<file path="src/rtl/key_event_pkg.sv">
// Shared constants, the debounce state encoding and the width helper used by
// the pushbutton event capture block.
package key_event_pkg;

    localparam int N_KEYS_DEF          = 4;
    localparam int DEBOUNCE_CYCLES_DEF = 1000000;

    typedef enum logic {
        RELEASED = 1'b0,
        PRESSED  = 1'b1
    } key_state_e;

    // Bits needed to index 'value' items, never less than one.
    function automatic int clog2_min1(input int value);
        int w;
        w = 0;
        while ((32'd1 << w) < 32'(value)) begin
            w = w + 1;
        end
        return (w < 1) ? 1 : w;
    endfunction

    localparam int KEY_W_DEF = clog2_min1(N_KEYS_DEF);

endpackage

</file>
<file path="src/rtl/key_debounce.sv">
// One pushbutton: two-flop synchroniser, consecutive-cycle debounce counter,
// debounced level and a single-cycle press pulse on the released->pressed edge.
module key_debounce
    import key_event_pkg::*;
#(
    parameter int DEBOUNCE_CYCLES = DEBOUNCE_CYCLES_DEF,
    parameter int CNT_W           = 20
) (
    input  logic clk,
    input  logic rst_n,
    input  logic key_n,
    output logic level,
    output logic press
);

    localparam logic [CNT_W-1:0] CNT_LAST = CNT_W'(DEBOUNCE_CYCLES - 1);

    logic             sync1_r;
    logic             sync2_r;
    key_state_e       stable_r;
    logic [CNT_W-1:0] cnt_r;
    logic             pressed_s;
    logic             expire_s;

    // Two-flop synchroniser; idles at "not pressed" out of reset.
    always_ff @(posedge clk or negedge rst_n) begin
        if (!rst_n) begin
            sync1_r <= 1'b1;
            sync2_r <= 1'b1;
        end else begin
            sync1_r <= key_n;
            sync2_r <= sync1_r;
        end
    end

    // Changed level has persisted for the full window at this edge.
    always_comb begin
        pressed_s = ~sync2_r;
        expire_s  = (pressed_s != stable_r) && (cnt_r == CNT_LAST);
    end

    // Debounce FSM: any cycle that matches the stable level restarts the count.
    always_ff @(posedge clk or negedge rst_n) begin
        if (!rst_n) begin
            stable_r <= RELEASED;
            cnt_r    <= {CNT_W{1'b0}};
        end else if (pressed_s == stable_r) begin
            cnt_r    <= {CNT_W{1'b0}};
        end else if (cnt_r == CNT_LAST) begin
            stable_r <= key_state_e'(pressed_s);
            cnt_r    <= {CNT_W{1'b0}};
        end else begin
            cnt_r    <= cnt_r + CNT_W'(1);
        end
    end

    assign level = (stable_r == PRESSED);
    // Aligned with the edge at which stable rises, so the pending bit sets together with it.
    assign press = expire_s && (stable_r == RELEASED);

endmodule

</file>
<file path="src/rtl/key_event_capture.sv">
// Pushbutton front end: per-key debouncers feeding a pending-press vector that
// is drained lowest-index-first through a valid/ready event register.
module key_event_capture
    import key_event_pkg::*;
#(
    parameter int N_KEYS          = N_KEYS_DEF,
    parameter int DEBOUNCE_CYCLES = DEBOUNCE_CYCLES_DEF,
    parameter int CNT_W           = 20,
    parameter int KEY_W           = clog2_min1(N_KEYS)
) (
    input  logic              CLOCK_50,
    input  logic              CPU_RESETn,
    input  logic [N_KEYS-1:0] key_n,
    output logic [N_KEYS-1:0] key_level,
    output logic              evt_valid,
    output logic [KEY_W-1:0]  evt_key,
    input  logic              evt_ready,
    output logic              evt_overflow,
    input  logic              ovf_clr
);

    logic [N_KEYS-1:0] level_s;
    logic [N_KEYS-1:0] press_s;
    logic [N_KEYS-1:0] pending_r;
    logic [N_KEYS-1:0] take_s;
    logic [N_KEYS-1:0] pending_nxt_s;
    logic              found_s;
    logic [KEY_W-1:0]  sel_idx_s;
    logic              load_s;
    logic              ovf_set_s;

    for (genvar g = 0; g < N_KEYS; g++) begin : g_key
        key_debounce #(
            .DEBOUNCE_CYCLES (DEBOUNCE_CYCLES),
            .CNT_W           (CNT_W)
        ) u_debounce (
            .clk   (CLOCK_50),
            .rst_n (CPU_RESETn),
            .key_n (key_n[g]),
            .level (level_s[g]),
            .press (press_s[g])
        );
    end

    // The debouncer's level is already a flop output.
    assign key_level = level_s;

    // Lowest-index pending key; scanning downward lets the lowest index win.
    always_comb begin
        found_s   = 1'b0;
        sel_idx_s = {KEY_W{1'b0}};
        for (int i = N_KEYS - 1; i >= 0; i--) begin
            sel_idx_s = pending_r[i] ? KEY_W'(i) : sel_idx_s;
            found_s   = found_s | pending_r[i];
        end
    end

    // A press on a bit being handed out this cycle is a fresh event, not a loss.
    always_comb begin
        load_s = !evt_valid || evt_ready;
        for (int i = 0; i < N_KEYS; i++) begin
            take_s[i] = load_s && found_s && (sel_idx_s == KEY_W'(i));
        end
        pending_nxt_s = (pending_r & ~take_s) | press_s;
        ovf_set_s     = |(press_s & pending_r & ~take_s);
    end

    // Pending vector, output event register and sticky overflow flag.
    always_ff @(posedge CLOCK_50 or negedge CPU_RESETn) begin
        if (!CPU_RESETn) begin
            pending_r    <= {N_KEYS{1'b0}};
            evt_valid    <= 1'b0;
            evt_key      <= {KEY_W{1'b0}};
            evt_overflow <= 1'b0;
        end else begin
            pending_r <= pending_nxt_s;
            if (load_s && found_s) begin
                evt_valid <= 1'b1;
                evt_key   <= sel_idx_s;
            end else if (load_s) begin
                evt_valid <= 1'b0;
            end else begin
                evt_valid <= evt_valid;
            end
            if (ovf_set_s) begin
                evt_overflow <= 1'b1;
            end else if (ovf_clr) begin
                evt_overflow <= 1'b0;
            end else begin
                evt_overflow <= evt_overflow;
            end
        end
    end

endmodule

</file>
<file path="config.mk">
export PLATFORM = sky130hd
export DESIGN_NAME = key_event_capture
export DESIGN_NICKNAME = d
export VERILOG_FILES = /design/src/rtl/key_event_pkg.sv /design/src/rtl/key_debounce.sv /design/src/rtl/key_event_capture.sv
export SDC_FILE = /design/constraint.sdc
export NUM_CORES = 1
export LEC_CHECK = 0
export ABC_AREA = 1
export CELL_PAD_IN_SITES_DETAIL_PLACEMENT = 0
export CELL_PAD_IN_SITES_GLOBAL_PLACEMENT = 2
export CORE_MARGIN = 10
export CORE_UTILIZATION = 30
export DETAILED_ROUTE_END_ITERATION = 6
export PLACE_DENSITY = 0.64
export SYNTH_ARGS = -nofsm -noshare
export SYNTH_HDL_FRONTEND = slang
export SYNTH_SLANG_ARGS = --single-unit
</file>
<file path="constraint.sdc">
create_clock -name CLOCK_50 -period 2.2 [get_ports CLOCK_50]
set_clock_uncertainty 0.2 [all_clocks]
set_input_delay 0.66 -clock CLOCK_50 [delete_from_list [all_inputs] [get_ports CLOCK_50]]
set_output_delay 0.66 -clock CLOCK_50 [all_outputs]
set_load 0.03 [all_outputs]
</file>
-- Word level (Yosys, flattened, before mapping)
Cells that the tools add are included.
- reduce and logical (&&, ||, !) cells: 23
- muxes and demuxes: 16
- equal/unequal tests: 15
- $add $sub $neg: 4
- bitwise operators: 20
- operator list (operator ; number):
    2-to-1 mux 20 bit ; 8
    adder 20 x 1 -> 20 bit, second input constant ; 4
    == test 20 bit, second input constant ; 4
    logical AND 1 bit ; 13
    AND 4 bit ; 3
    NOT 1 bit ; 12
    2-to-1 mux 2 bit ; 4
    AND reduction 2 bit ; 4
    == test 1 bit ; 4
    == test 2 bit, second input constant ; 2
    2-to-1 mux 1 bit ; 4
    inequality test 1 bit ; 4
    NOT 4 bit ; 1
    OR 4 bit ; 1
    nonzero test 2 bit ; 2
    OR reduction 4 bit ; 1
    OR 1 bit ; 3
    == test 2 x 1 -> 1 bit, second input constant ; 1
    zero test 2 bit ; 1
    zero test 1 bit ; 1
    logical OR 1 bit ; 1
- output and inout port bits: 8
- input bits: 8
- flip-flop bits (word level): 100
- word-level logic and storage cells: 98

-- Logic depth before layout (Yosys ltp)
- depth after elaboration: 10
- depth in mapped cells: 10
- mapped depth without buffers: 10

-- Cells and area by module
Synthesis repeated with hierarchy kept, for this count alone.
- cells, all modules: 687
- area, all modules: 5442.7 um^2
- modules (own cells, without submodules) (module ; sequential area each (um^2) ; cells an instance ; area an instance (um^2) ; instances):
    key_debounce ; 578.1 ; 161 ; 1263.7 ; 4
    key_event_capture ; 200.2 ; 43 ; 387.9 ; 1

-- Worst setup path after synthesis
No wires, ideal clock.
- path kind: register to register
- start point: register g_key[3].u_debounce.cnt_r[0]
- end point: register g_key[3].u_debounce.cnt_r[11]
- period minus slack after synthesis: 1684 ps
- data required time: 1880 ps
- setup slack: 516 ps
- setup time: 120 ps
- cell stages (with the launch flop): 8
- data arrival time: 1364 ps
- buffers on the path: 0
- path through: dfrtp_1 ha_1 inv_1 nor3_4 nand2_1 nand2_2 inv_2 and3_1
- word-level cells in the longest chain between the ends: 3
- elaborated cells between the ends (all ways): 4
- classes of those cells: 1 x add/sub; 1 x eq/ne; 2 x mux
- RTL lines (element ; line ; RTL):
    start: declaration ; key_debounce.sv:21 ; logic [CNT_W-1:0] cnt_r;
    start signal: assignment ; key_debounce.sv:46 ; cnt_r <= {CNT_W{1'b0}};
    start signal: assignment ; key_debounce.sv:48 ; cnt_r <= {CNT_W{1'b0}};
    start signal: assignment ; key_debounce.sv:51 ; cnt_r <= {CNT_W{1'b0}};
    adder 20 x 1 -> 20 bit or == test 20 bit (tied branches) ; key_debounce.sv:53, key_debounce.sv:49 ;
    2-to-1 mux 20 bit (*) ; key_debounce.sv:49 ; end else if (cnt_r == CNT_LAST) begin
    2-to-1 mux 20 bit (*) ; key_debounce.sv:47 ; end else if (pressed_s == stable_r) begin
Mark *: on every way between the ends. The rest lies on a longest branch, timed or not.
A chain may end at the register's enable or synchronous reset.

-- Worst setup path in the final report
- start point: register g_key[2].u_debounce.stable_r
- end point: output key_level[2]
- RTL lines (element ; line ; RTL):
    start: declaration ; key_debounce.sv:20 ; key_state_e stable_r;
    start signal: assignment ; key_debounce.sv:50 ; stable_r <= key_state_e'(pressed_s);
    end: declaration ; key_event_capture.sv:14 ; output logic [N_KEYS-1:0] key_level,
No word-level cell between the ends.

==> flow_summary_export.csv <==
group,metric,value,unit
run_status,status,"complete, no violations",
clock_tree,h-tree-depth,3,
timing,rsz0062_at_grt,"no",
floorplanning,chipWidth,152,um
timing,fmaxAchievable,489,MHz
route,postRouteAntennaNets,0,
setup_path,critical_path_peak_fanout,4,
finish,multi_input_area,2310,um^2
setup_path,cp.depth,1,
synth,synthMostInstantiatedCell,"nor2_1",
synth,syn_nets,671,
finish,syn_to_final_growth,16.7,%
placement,dp.cells,914,
timing,setup_violations,0,
setup_path,crit_path_start,"g_key[2].u_debounce.level",
setup_path,crit_path_end_kind,"output port",
global_routing,antenna_found_initial,0,
setup_path,critical_path.top_delay_family,"buffers and inverters",
clock_tree,clk_latency,350,ps
global_routing,grt_pass1_wl,20.3,mm
finish,fin_area,6090,um^2
synth,synthArstFlopShare,100,%
synth,yosys.area.top_type_share,44.1,%
floorplanning,dieArea,23100,um^2
synth,synth-adder-area-share,0.959,%
power,leakage,2.76,nW
power,vdd_ir_drop_max,367,uV
setup_path,ff2ff_path_depth,8,
finish,n_antenna_cell,0,
timing,slew_violations,0,
setup_path,cp-endpoint,"key_level[2]",
floorplanning,fp-row-count,48,
clock_tree,hold_buffers,0,
run,cap_violations,0,
setup_path,crit_arrival,1190,ps
timing,holdWs,60.3,ps
clock_tree,clkSinkCount,100,
finish,fill_cells,1850,
synth,syn_area,5220,um^2
route,drc_errors,0,
setup_path,slowest_delay,430,ps
synth,synth_cell_type_count,30,
finish,drive_gt1_share,10.9,%
timing,final-hold-violation-count,0,
setup_path,crit_required,1340,ps
synth,synth_compound_area_share,3.91,%
placement,dp_hpwl,9.10,mm
setup_path,worstReg2RegEnd,"g_key[2].u_debounce.cnt_r[16]",
clock_tree,cts_root_buf,"clkbuf_16",
floorplanning,num_io_pins,16,
setup_path,worstSetupStartpointType,"flop",
finish,stdcell_count,929,
synth,synthTopCellsByCount,"143 x nor2_1, 121 x nand2_1, 94 x inv_1",
route,drt_wl_total,11.8,mm
setup_path,r2r_start,"g_key[2].u_debounce.cnt_r[0]",
power,power_density,655,nW/um^2
placement,dpl_cell_area,5780,um^2
clock_tree,cts_tree,"done",
synth,yosysWarnings,0,
clock_tree,clk_path_buf_depth,2,
floorplanning,initial_core_util,30.4,%
synth,syn_inst,659,
synth,synthXorXnorAreaFrac,5.37,%
synth,synth_mux_area_share,0,%
timing,period_share,93.0,%
placement,globalplace.congestion,0.765,
synth,ys_seq_area_share,48.2,%
synth,synth_top_family_by_area,"simple AND/OR/NAND/NOR gates",
finish,regArea,2510,um^2
synth,ys_top_cells_by_area,"dfrtp_1 44%, nor2_1 10%, nand2_1 8.7%, inv_1 6.8%, dfstp_2 4.0%",
clock_tree,cts_buffers,9,
global_routing,grt_use_total,10.5,%
floorplanning,core-area,17200,um^2
route,detail_route.first_pass.iterations,4,
synth,ys_ff_latch,100,
setup_path,worstPathCellList,"dlygate4sd2_1",
timing,slew_headroom,70.6,%
clock_tree,clkSlewWorstSetupHoldPaths,70,ps
global_routing,grt_max_degree,30,
route,routed_via_density,4.47,
setup_path,path_class,"flop to output port",
finish,fin_nets,712,
synth,synth_edf_count,0,
finish,fin_util,35.4,%
timing,min_period,2050,ps
global_routing,grt_pass1_vias,4124,
synth,yosysTopAreaCell,"dfrtp_1",
floorplanning,die_h,152,um
route,vias,4153,
placement,port_buffers,15,
synth,syn_area_per_cell,7.92,um^2
setup_path,cp_slowest_cell,"dlygate4sd2_1",
global_routing,overflow,0,
hold_path,hold_path.class,"input port to asynchronous set/reset pin",
setup_path,path_buf_inv,1,
synth,synth-simple-area-share,34.0,%
route,drtIter0Drc,216,
synth,synthFlopType,"dfrtp_1",
setup_path,rrSetupSlack,320,ps
timing,tightest_slew,441,ps
route,wl_per_cell,12.7,um
## worst min-delay path by stage
stage	to	cells past startpoint	startpoint	slack, ps
2_1_floorplan	g_key[0].u_debounce.sync2_r	0	g_key[0].u_debounce.sync1_r	150
3_3_place_gp	g_key[2].u_debounce.sync2_r	0	g_key[2].u_debounce.sync1_r	150
3_5_place_dp	g_key[0].u_debounce.sync2_r	0	g_key[0].u_debounce.sync1_r	150
4_1_cts	g_key[3].u_debounce.cnt_r[10]	1	CPU_RESETn	70
5_1_grt	g_key[3].u_debounce.cnt_r[15]	1	CPU_RESETn	80
6_report	g_key[0].u_debounce.cnt_r[6]	1	CPU_RESETn	60
## power breakdown
group	internal [mW]	switching (mW)	leakage [nW]	total (mW)
Combinational	0.123	0.204	1.26	0.328
Sequential	1.90	0.0482	1.35	1.95
Clock	0.993	0.719	0.151	1.71
Total	3.02	0.971	2.76	3.99
## cell usage in the layout (no fill, tap or decap), drive strengths merged
cell / count
dlygate4sd2: 8
clkinvlp: 1
xnor2: 11
a31o: 1
dfrtp: 92
xor2: 21
nor3b: 4
buf: 20
nand4: 15
and3: 2
bufinv: 2
nor2: 151
a21oi: 16
dfstp: 8
inv: 97
nand3: 37
nand3b: 5
nor3: 42
nand2: 127
clkdlybuf4s50: 6
clkbuf: 9
clkinv: 3
ha: 4
o21ai: 18
a31oi: 4
## per-layer routing
layer | share of wire (%) | wire length [um] | GRT usage, %
met5 | 0 | 0 | 0
met4 | 0.99 | 117 | 2.75
met3 | 2.6 | 312 | 2.82
met2 | 47 | 5560 | 16.9
met1 | 49 | 5800 | 13.6
## kinds of logic (layout without fill, tap and decap cells)
logic type / Yosys count / count (layout)
adder cells (fa/ha/maj): 4 / 4
flip-flops: 100 / 100
buffers and inverters: 101 / 146
AO/OA/AOI/OAI: 39 / 39
AND/OR/NAND/NOR: 383 / 383
XOR/XNOR: 32 / 32
## what timing repair did
action,CTS,global route
setup endpoints to repair,8,1
buffers inserted,0,0
gates resized for setup,8,1
gates cloned,0,0
pin swaps,0,0
## flip-flops by register name, summed over array words and instances (netlist names)
register,cells
g_key.u_debounce.cnt_r,80
g_key.u_debounce.level,4
g_key.u_debounce.sync1_r,4
g_key.u_debounce.sync2_r,4
pending_r,4
evt_key,2
evt_overflow,1
evt_valid,1
## area by class of cell
cell class / instances / area share [%]
tap: 225 / 4.62
timing repair buffer: 34 / 5.01
inverter: 97 / 5.98
clock buffer: 9 / 3.70
clock inverter: 6 / 1.48
multi-input combinational: 458 / 37.9
sequential: 100 / 41.3
## worst reg2reg max path: stages, from the launching register on
cell     delay [ps]
dfrtp_1         380
ha_1            220
nand3_2         150
nor3_2          310
nand2_1         160
inv_1           130
nand2_1          70
nor2_1          100
nor3_1           50
## through the flow
step           worst slack [ps]  power, mW  TNS, ps
6_report                    154       3.99        0
5_1_grt                    86.4       4.18        0
4_1_cts                     128       4.08        0
3_5_place_dp               -117       2.34     -117
3_3_place_gp               -113       2.34     -113
2_1_floorplan               516       2.14        0
No activity file was read; power rests on OpenSTA's default activity.
